**config.mk**
```make
export PLATFORM = sky130hd
export DESIGN_NAME = atm_keypad_entry
export DESIGN_NICKNAME = d
export VERILOG_FILES = /design/src/rtl/atm_entry_pkg.sv /design/src/rtl/bcd_field_accumulator.sv /design/src/rtl/atm_keypad_entry.sv
export SDC_FILE = /design/constraint.sdc
export NUM_CORES = 1
export LEC_CHECK = 0
export BUFFER_PORTS_ARGS = -buffer_cell sky130_fd_sc_hd__buf_4
export CAP_MARGIN = 25
export CORE_ASPECT_RATIO = 0.5
export CORE_UTILIZATION = 40
export CTS_CLUSTER_SIZE = 28
export DETAILED_ROUTE_END_ITERATION = 7
export PLACE_DENSITY = 0.6
export SLEW_MARGIN = 5
export SYNTH_ARGS = -nofsm -noshare
export SYNTH_HDL_FRONTEND = slang
export SYNTH_SLANG_ARGS = --single-unit
```
**constraint.sdc**
```tcl
create_clock -name clk -period 4.08 [get_ports clk]
set_input_delay 0.204 -clock clk [delete_from_list [all_inputs] [get_ports clk]]
set_output_delay 0.204 -clock clk [all_outputs]
set_load 0.05 [all_outputs]
```
**src/rtl/atm_entry_pkg.sv**
```systemverilog
// Shared encodings for the ATM keypad entry front-end: FSM states, key codes,
// operation codes, field limits and the request bundle presented to the core.
package atm_entry_pkg;

    typedef enum logic [2:0] {
        ST_IDLE = 3'd0,
        ST_ACC  = 3'd1,
        ST_PIN  = 3'd2,
        ST_OP   = 3'd3,
        ST_AMT  = 3'd4,
        ST_NPIN = 3'd5,
        ST_REQ  = 3'd6
    } entry_state_t;

    localparam logic [3:0] KEY_ENTER  = 4'hA;
    localparam logic [3:0] KEY_CLEAR  = 4'hB;
    localparam logic [3:0] KEY_CANCEL = 4'hC;

    localparam logic [2:0] OP_BAL   = 3'd3;
    localparam logic [2:0] OP_WDRAW = 3'd4;
    localparam logic [2:0] OP_DEP   = 3'd5;
    localparam logic [2:0] OP_CHPIN = 3'd6;
    localparam logic [2:0] OP_EXIT  = 3'd7;

    localparam int ACC_MAX    = 15;
    localparam int AMT_MAX    = 65535;
    localparam int ACC_DIGITS = 2;
    localparam int OP_DIGITS  = 1;
    localparam int CNT_W      = 4;

    typedef struct packed {
        logic [2:0]  op;
        logic [3:0]  acc;
        logic [13:0] pin;
        logic [15:0] amount;
        logic [13:0] new_pin;
        logic        lang;
    } entry_req_t;

    function automatic logic is_digit(input logic [3:0] k);
        return k <= 4'd9;
    endfunction

endpackage

```
**src/rtl/bcd_field_accumulator.sv**
```systemverilog
// Decimal field accumulator shared by every keypad field: value = value*10 + digit,
// with a digit-count limit supplied by the current field.
module bcd_field_accumulator
    import atm_entry_pkg::*;
(
    input  logic             clk,
    input  logic             rst,
    input  logic             i_clear,
    input  logic             i_digit_vld,
    input  logic [3:0]       i_digit,
    input  logic [CNT_W-1:0] i_max_digits,
    output logic [16:0]      o_value,
    output logic [CNT_W-1:0] o_count,
    output logic             o_overflow
);

    logic [16:0]      r_value;
    logic [CNT_W-1:0] r_count;

    // Overflow means the next digit would exceed the field's limit and must be dropped.
    assign o_overflow = (r_count >= i_max_digits);
    assign o_value    = r_value;
    assign o_count    = r_count;

    always_ff @(posedge clk or negedge rst) begin
        if (!rst) begin
            r_value <= '0;
            r_count <= '0;
        end else if (i_clear) begin
            r_value <= '0;
            r_count <= '0;
        end else if (i_digit_vld && !o_overflow) begin
            r_value <= (r_value << 3) + (r_value << 1) + {13'd0, i_digit};
            r_count <= r_count + CNT_W'(1);
        end
    end

endmodule

```
**src/rtl/atm_keypad_entry.sv**
```systemverilog
// Keypad entry FSM: assembles account/PIN/op/amount/new-PIN and hands one request to
// the ATM core over valid/ready. Define ATM_ENTRY_TIMEOUT_EN for the inactivity abort.
module atm_keypad_entry
    import atm_entry_pkg::*;
#(
    parameter int PIN_DIGITS     = 4,
    parameter int AMT_MAX_DIGITS = 5,
    parameter int TIMEOUT_CYCLES = 1000000
) (
    input  logic        clk,
    input  logic        rst,
    input  logic        key_valid,
    input  logic [3:0]  key_code,
    input  logic        language_sel,
    input  logic        req_ready,
    output logic        req_valid,
    output logic [2:0]  operation,
    output logic [3:0]  acc_num,
    output logic [13:0] pin,
    output logic [15:0] amount,
    output logic [13:0] new_pin,
    output logic        language,
    output logic [2:0]  entry_state,
    output logic        entry_error,
    output logic        timeout_pulse
);

    entry_state_t     r_state;
    entry_req_t       r_req;
    logic             r_req_valid;
    logic             r_err;
    logic             r_tmo;

    logic             w_digit;
    logic             w_in_field;
    logic             w_clr;
    logic             w_pass;
    logic             w_tmo;
    logic             w_ovf;
    logic [16:0]      w_val;
    logic [CNT_W-1:0] w_cnt;
    logic [CNT_W-1:0] w_max;

    assign w_digit    = key_valid && is_digit(key_code);
    assign w_in_field = (r_state != ST_IDLE) && (r_state != ST_REQ);
    // ENTER clears on both pass and fail so the next field starts from zero.
    assign w_clr      = w_tmo || (key_valid && w_in_field &&
                        (key_code == KEY_ENTER || key_code == KEY_CLEAR || key_code == KEY_CANCEL));

    always_comb begin
        w_max = CNT_W'(PIN_DIGITS);
        case (r_state)
            ST_IDLE, ST_ACC: w_max = CNT_W'(ACC_DIGITS);
            ST_OP:           w_max = CNT_W'(OP_DIGITS);
            ST_AMT:          w_max = CNT_W'(AMT_MAX_DIGITS);
            default:         w_max = CNT_W'(PIN_DIGITS);
        endcase
    end

    bcd_field_accumulator u_acc (
        .clk          (clk),
        .rst          (rst),
        .i_clear      (w_clr),
        .i_digit_vld  (w_digit && (w_in_field || r_state == ST_IDLE)),
        .i_digit      (key_code),
        .i_max_digits (w_max),
        .o_value      (w_val),
        .o_count      (w_cnt),
        .o_overflow   (w_ovf)
    );

    always_comb begin
        w_pass = 1'b0;
        case (r_state)
            ST_ACC:           w_pass = (w_val >= 17'd1) && (w_val <= 17'(ACC_MAX));
            ST_PIN, ST_NPIN:  w_pass = (w_cnt == CNT_W'(PIN_DIGITS));
            ST_OP:            w_pass = (w_val >= 17'(OP_BAL)) && (w_val <= 17'(OP_EXIT));
            ST_AMT:           w_pass = (w_cnt != '0) && (w_val <= 17'(AMT_MAX));
            default:          w_pass = 1'b0;
        endcase
    end

`ifdef ATM_ENTRY_TIMEOUT_EN
    logic [19:0] r_idle_cnt;

    // A key in the limit cycle counts as activity and wins over the abort.
    assign w_tmo = w_in_field && !key_valid && (r_idle_cnt == 20'(TIMEOUT_CYCLES - 1));

    always_ff @(posedge clk or negedge rst) begin
        if (!rst)
            r_idle_cnt <= '0;
        else if (key_valid || !w_in_field || w_tmo)
            r_idle_cnt <= '0;
        else
            r_idle_cnt <= r_idle_cnt + 20'd1;
    end
`else
    assign w_tmo = (TIMEOUT_CYCLES < 0);
`endif

    always_ff @(posedge clk or negedge rst) begin
        if (!rst) begin
            r_state     <= ST_IDLE;
            r_req       <= '0;
            r_req_valid <= 1'b0;
            r_err       <= 1'b0;
            r_tmo       <= 1'b0;
        end else begin
            r_err <= 1'b0;
            r_tmo <= 1'b0;
            if (w_tmo) begin
                r_state <= ST_IDLE;
                r_req   <= '0;
                r_tmo   <= 1'b1;
            end else begin
                case (r_state)
                    ST_IDLE: begin
                        if (w_digit) begin
                            r_state     <= ST_ACC;
                            r_req.lang  <= language_sel;
                        end else if (key_valid && key_code == KEY_CANCEL) begin
                            r_req <= '0;
                        end
                    end
                    ST_REQ: begin
                        if (req_ready) begin
                            r_state     <= ST_IDLE;
                            r_req_valid <= 1'b0;
                            r_req       <= '0;
                        end
                    end
                    default: begin
                        if (key_valid) begin
                            if (w_digit) begin
                                r_err <= w_ovf;
                            end else if (key_code == KEY_CANCEL) begin
                                r_state <= ST_IDLE;
                                r_req   <= '0;
                            end else if (key_code == KEY_ENTER) begin
                                if (!w_pass) begin
                                    r_err <= 1'b1;
                                end else begin
                                    case (r_state)
                                        ST_ACC: begin
                                            r_req.acc <= w_val[3:0];
                                            r_state   <= ST_PIN;
                                        end
                                        ST_PIN: begin
                                            r_req.pin <= w_val[13:0];
                                            r_state   <= ST_OP;
                                        end
                                        ST_OP: begin
                                            r_req.op <= w_val[2:0];
                                            if (w_val[2:0] == OP_WDRAW || w_val[2:0] == OP_DEP) begin
                                                r_state <= ST_AMT;
                                            end else if (w_val[2:0] == OP_CHPIN) begin
                                                r_state <= ST_NPIN;
                                            end else begin
                                                r_state     <= ST_REQ;
                                                r_req_valid <= 1'b1;
                                            end
                                        end
                                        ST_AMT: begin
                                            r_req.amount <= w_val[15:0];
                                            r_state      <= ST_REQ;
                                            r_req_valid  <= 1'b1;
                                        end
                                        ST_NPIN: begin
                                            r_req.new_pin <= w_val[13:0];
                                            r_state       <= ST_REQ;
                                            r_req_valid   <= 1'b1;
                                        end
                                        default: ;
                                    endcase
                                end
                            end
                        end
                    end
                endcase
            end
        end
    end

    assign req_valid     = r_req_valid;
    assign operation     = r_req.op;
    assign acc_num       = r_req.acc;
    assign pin           = r_req.pin;
    assign amount        = r_req.amount;
    assign new_pin       = r_req.new_pin;
    assign language      = r_req.lang;
    assign entry_state   = r_state;
    assign entry_error   = r_err;
    assign timeout_pulse = r_tmo;

endmodule

```
==> results of run 1 <==
## final cells by class
type | instances | area share
sequential | 78 | 0.363
clock buffer | 10 | 0.0425
tap | 140 | 0.0325
multi-input combinational | 307 | 0.426
timing repair buffer | 75 | 0.109
inverter | 14 | 0.00976
clock inverter | 6 | 0.0174
## kinds of logic after synthesis
family	count (synthesis)	share of synthesized area
compound gates	138	0.236
xor+xnor	13	0.0258
fa+ha+maj	35	0.103
buf+inv	40	0.0402
flops	78	0.442
mux	4	0.00935
other cells	1	0.000849
simple gates	116	0.143
## critical path: stages (launching register included)
cell and delay (ns):
dfrtp_1 0.55, fa_1 0.61, inv_1 0.07, fa_1 0.46
nand2b_1 0.18, a2111oi_0 0.45, o31a_1 0.23, o21a_1 0.14
nor4_1 0.05, or3b_1 0.36
## state kept, by name, summed over array words and instances, names as in the netlist
signal         count
entry_state        3
pin               14
acc_num            4
amount            16
new_pin           14
u_acc.o_count      4
language           1
u_acc.o_value     17
req_valid          1
operation          3
entry_error        1
## metrics by stage
| step | setup slack (ns) | hold slack, ns | std cells | instance area (um^2) | total power [mW] |
|---|---|---|---|---|---|
| finish | 0.859 | 0.121 | 630 | 5380 | 3.56 |
| global route | 0.611 | 0.126 | 630 | 5380 | 3.83 |
| floorplan | 0.867 | -0.0916 | 425 | 4420 | 2.23 |
| CTS | 0.884 | 0.0870 | 627 | 5340 | 3.55 |
| detailed placement | 0.888 | 0.445 | 611 | 5010 | 2.67 |
| global placement | 0.998 | 0.441 | 610 | 5010 | 2.65 |
## power by group through the flow
stage | logic, mW | clock network [mW] | registers (mW)
2_1_floorplan | 1.09 | 0 | 1.14
3_3_place_gp | 1.46 | 0 | 1.18
3_5_place_dp | 1.48 | 0 | 1.19
4_1_cts | 1.49 | 0.887 | 1.17
5_1_grt | 1.70 | 0.925 | 1.20
6_report | 1.51 | 0.880 | 1.18
## cell usage after synthesis (all sizes together), types with 11 or more instances
cell type / n
inv: 14
a32o: 30
ha: 33
nand3: 23
buf: 15
o21ai: 32
a21oi: 18
dfrtp: 78
nand2: 20
nor2: 20
a22o: 22
clkbuf: 11
## path summary, 6_finish.rpt
path / startpoint / slack (ns) / endpoint
max: u_acc.o_value[0] / 0.86 / u_acc.o_value[14]
min: language_sel / 0.12 / language
max reg2reg: u_acc.o_value[0] / 0.86 / u_acc.o_value[14]
min reg2reg: language / 0.47 / language
max in group asynchronous: rst / 3.17 / pin[3]
min in group asynchronous: rst / 0.31 / u_acc.o_value[10]
## placed cells by master, fill, tap and decap left out, types with 7 or more instances in the layout
master      n
a21oi_1    17
a22o_1     22
a32o_1     30
buf_4      73
clkbuf_16   9
dfrtp_1    78
ha_1       33
inv_1      14
nand2_1    18
nand2b_1    7
nand3_1    23
nor2_1     19
o21ai_0    23
o21ai_1     7
xor2_1      7
## per-layer routing
| metal | part of all wire | global-route usage | vias up |
|---|---|---|---|
| met2 | 0.43 | 0.334 | 88 |
| met1 | 0.51 | 0.344 | 1853 |
| li1 | - | - | 1754 |
| met5 | 0 | 0 | - |
| met4 | 0.0095 | 0.0480 | 0 |
| met3 | 0.047 | 0.0437 | 12 |
==> metrics.cfg, run 1 <==
[route]
ant_nets=0
post-route-drc-count=0
wl_per_cell_um=19.0
avgViaCountPerCell=5.88
via_count=3707
first_pass_iters=5
drt-total-wl_um=12000
drt_iter0_drc=322

[synth]
ys_ff_latch=78
syn_area_mm2=0.00442
syn_area_per_cell_um2=10.4
synth_warnings=0
ys_seq_area_frac=0.442
async_flop_share=1.00
synthFlopType=dfrtp_1
synth.distinct_cells=65
synthCells=425
synth_edf_count=0
synthesis.nets=469
synth_area_leader_cell=dfrtp_1
ys_top_cells_by_area=dfrtp_1 44%, ha_1 9.3%, a32o_1 6.8%
yosys.area.top_type_share=0.442

[run]
drv_cap=0

[die]
fp.coreArea_mm2=0.0105
die_y_um=76.3
io_pins=67
dieArea_mm2=0.0115
initial_utilization=0.422
die_w_um=151
rows=26

[power]
swShare=0.430
power_density_mw_per_mm2=662
clkPwrFrac=0.247
p_int_mw=2.03
cellLeakagePower_nw=2.59
seqPwrFrac=0.331
vdd_drop_max_mv=0.249
switchingPower_mw=1.53
comb_power_share=0.422

[timing]
relSlewSlack=0.477
hold_viol=0
tns_ns=0
min_period_ns=3.22
worst_pin_slew_ns=0.779
finalSetupViolations=0
rsz0062_at_grt=no
fmax_mhz=310
drv_slew=0
post-route-period-util=0.789
clock_skew_ns=0.00973

[clocking]
hold_buffers=0
cts_resized=0
cts_max_level=3
root_buffer=clkbuf_16
worstSkewPairLatency_ns=0.34
cts_buffers=9
cts_buffer_depth=2
clock-sinks=78
cts_tree=done
clk_pin_slew_worst_paths_ns=0.07
cts_setup_buffers=0

[worst_setup_path]
path_class=register to register
cp.arrival_ns=3.44
cp_max_fo=12
worstRegToRegCells=9
start_kind=register
cp-end-kind=register
critPathRequiredTime_ns=4.30

[finish]
fill_cells=981
area_growth_pct=21.8
multi_input_area_mm2=0.00229
drive_gt1_frac=0.202
final_core_util=0.514
antennaDiodeCount=0
final-seq-area_mm2=0.00195
layout.nets=529

[global_routing]
grt_first_pass_wirelength_um=20100
grt_start_max_net_pins=79
grtUsageTotal=0.227
antenna_found_initial=0
grt_pass1_vias=3550
overflow=0

[place]
io_buffer_count=65
hpwlAfterDp_um=8170
place_congestion=0.824

[min_path]
min_path_type=input port to register
holdPathStages=3

[run_status]
outcome=completed

Note: power is estimated with default switching activity, not from simulation.
==> run 2, diff against run 1 <==
PLACE_DENSITY = 0.63   (was 0.6)
clock period = 2.77 ns   (was 4.08 ns; I/O delays follow)
==> run 2 against run 1 <==
  * Design area is 5.5% higher
  * Sequential power increased by 31%
  * Critical path depth is the same
  * Critical path type unchanged
  * Critical endpoint unchanged
  * Largest cell class unchanged
  * Largest power group unchanged
==> metrics.cfg, run 2 (synthesis results as in run 1) <==
[run_status]
outcome=completed

[place]
placed_area_mm2=0.00520  ; +3.6%
dp_cells=634  ; +3.8%
io_buffer_count=65  ; unchanged
hpwlAfterDp_um=8430  ; +3.2%
place_congestion=0.891  ; +8.2%

[finish]
design_area_mm2=0.00568  ; +5.5%
layout_commonest_cell=buf_4
layout.nets=555  ; +4.9%
final_core_util=0.542  ; +0.0281
final_cells=656  ; +4.1%
largest_register_ffs=17  ; unchanged
antennaDiodeCount=0  ; unchanged
area_growth_pct=28.5
layout_common_cells=98 x buf_4, 75 x dfrtp_1, 30 x a32o_1, 29 x ha_1, 23 x nand3_1
drive_gt1_frac=0.279  ; +0.0770

[route]
avgViaCountPerCell=5.81  ; -1.2%
wl_per_cell_um=18.1  ; -4.6%
via_count=3812  ; +2.8%
ant_nets=0  ; unchanged
post-route-drc-count=0  ; unchanged
drt_iter0_drc=297  ; -7.8%
first_pass_iters=4  ; -1
drt-total-wl_um=11900  ; -0.64%

[clocking]
clock-sinks=78  ; unchanged
cts_max_level=3  ; unchanged
cts_tree=done
root_buffer=clkbuf_16
clk_pin_slew_worst_paths_ns=0.06  ; about the same
cts_buffer_depth=2  ; unchanged
worstSkewPairLatency_ns=0.34  ; about the same
cts_buffers=9  ; unchanged

[timing]
tns_ns=0  ; unchanged
post-route-period-util=0.980  ; +0.190
rsz0062_at_grt=yes
worst_pin_slew_ns=0.749  ; -0.0302 ns
finalSetupViolations=0  ; unchanged
drv_slew=0  ; unchanged
fmax_mhz=368  ; +19%
clock_skew_ns=0.00611  ; -0.00362 ns
hold_viol=0  ; unchanged
relSlewSlack=0.498  ; +0.0202
min_period_ns=2.71  ; -0.507 ns

[global_routing]
antenna_found_initial=0  ; unchanged
grt_pass1_vias=3507  ; -1.2%
grt_first_pass_wirelength_um=19500  ; -3.2%
overflow=0  ; unchanged
grtUsageTotal=0.219  ; -0.00859
grt_start_max_net_pins=58  ; -27%

[worst_setup_path]
slowest_stage=fa_1
worstRegToRegCells=9  ; unchanged
cp_max_fo=2  ; -10
crit_end=u_acc.o_value[14]
r2r_start=u_acc.o_value[0]
ff2ff_setup_slack_ns=0.06  ; -0.80 ns
path_class=register to register
cp.arrival_ns=2.93  ; -0.51 ns
r2r-end=u_acc.o_value[14]
critPathRequiredTime_ns=2.98  ; -1.32 ns
slowest_delay_ns=0.56  ; -0.05 ns
worstPathCellList=fa_1 -> inv_2 -> fa_2 -> nand2b_4 -> a2111oi_4 -> o31a_1 -> o21a_1 -> nor4_1 -> or3b_1
crit_start=u_acc.o_value[0]
start_kind=register
cp-end-kind=register

[die]
fp.coreArea_mm2=0.0105  ; unchanged
rows=26  ; unchanged
io_pins=67  ; unchanged
die_y_um=76.3  ; unchanged
dieArea_mm2=0.0115  ; unchanged
die_w_um=151  ; unchanged
initial_utilization=0.422  ; unchanged

[power]
vdd_drop_max_mv=0.341  ; +37%
switchingPower_mw=2.38  ; +55%
swShare=0.429  ; -0.000739
p_int_mw=3.16  ; +56%
clkPwrFrac=0.219  ; -0.028
cellLeakagePower_nw=2.72  ; +4.9%
power.total_mw=5.54  ; +55%
power_density_mw_per_mm2=976  ; +47%
comb_power_share=0.501  ; +0.079
seqPwrFrac=0.280  ; -0.051

[min_path]
min_path_type=input port to register

[run]
drv_cap=0  ; unchanged

-- run 2: layout make-up --
class	count	area [um^2]
Clock buffer	9	225
Timing Repair Buffer	101	768
Sequential cell	78	1960
Fill cell	962	4800
Multi-Input combinational cell	307	2420
Tap cell	140	175
Inverter	14	52.6
Clock inverter	7	80.1
-- run 2: worst max-delay path: cells and delay by family (launching register included) --
kind	cells	cell delay (ns)
buf+inv	1	0.04
compound gates	3	0.65
flops	1	0.40
fa+ha+maj	2	0.89
simple gates	3	0.60
-- run 2: timing repair --
| action | 4_1_cts | 5_1_grt |
|---|---|---|
| hold buffers | 1 | 0 |
| pin swaps | 5 | 10 |
| endpoints found under the hold margin | 55 | 0 |
| setup buffers | 1 | 3 |
| setup endpoints to repair | 17 | 5 |
| resized for setup | 9 | 12 |
-- run 2: power groups by stage --
stage | Combinational (mW) | Sequential [mW] | Clock, mW
final | 2.78 | 1.55 | 1.21
after global routing | 3.07 | 1.58 | 1.28
after CTS | 2.62 | 1.55 | 1.23
after detailed placement | 2.52 | 1.57 | 0
after global placement | 2.48 | 1.56 | 0
after floorplan | 1.65 | 1.68 | 0
-- run 2: how the worst min path moves through the flow --
stage / endpoint / startpoint / slack, ns / depth (start not counted)
2_1_floorplan: acc_num[0] / rst / -0.16 / 0
6_report: language / language_sel / 0.06 / 3
5_1_grt: language / language_sel / 0.07 / 3
3_3_place_gp: u_acc.o_value[5] / rst / 0.25 / 1
4_1_cts: language / language_sel / 0.06 / 3
3_5_place_dp: u_acc.o_value[5] / rst / 0.26 / 1
-- run 2: layer usage --
| metal | vias to the layer above | part of all wire | global-route usage | routed length [um] |
|---|---|---|---|---|
| met3 | 13 | 0.047 | 0.0407 | 561 |
| met1 | 1919 | 0.50 | 0.335 | 5900 |
| li1 | 1794 | - | - | - |
| met5 | - | 0 | 0 | 0 |
| met2 | 86 | 0.45 | 0.321 | 5290 |
| met4 | 0 | 0.011 | 0.0420 | 130 |
-- run 2: metrics by stage --
stage	hold slack (ns)	setup slack (ns)
floorplan	-0.157	0.0328
global placement	0.253	-0.0519
detailed placement	0.260	-0.119
CTS	0.0571	-0.0479
global route	0.0735	-0.0139
finish	0.0596	0.0563
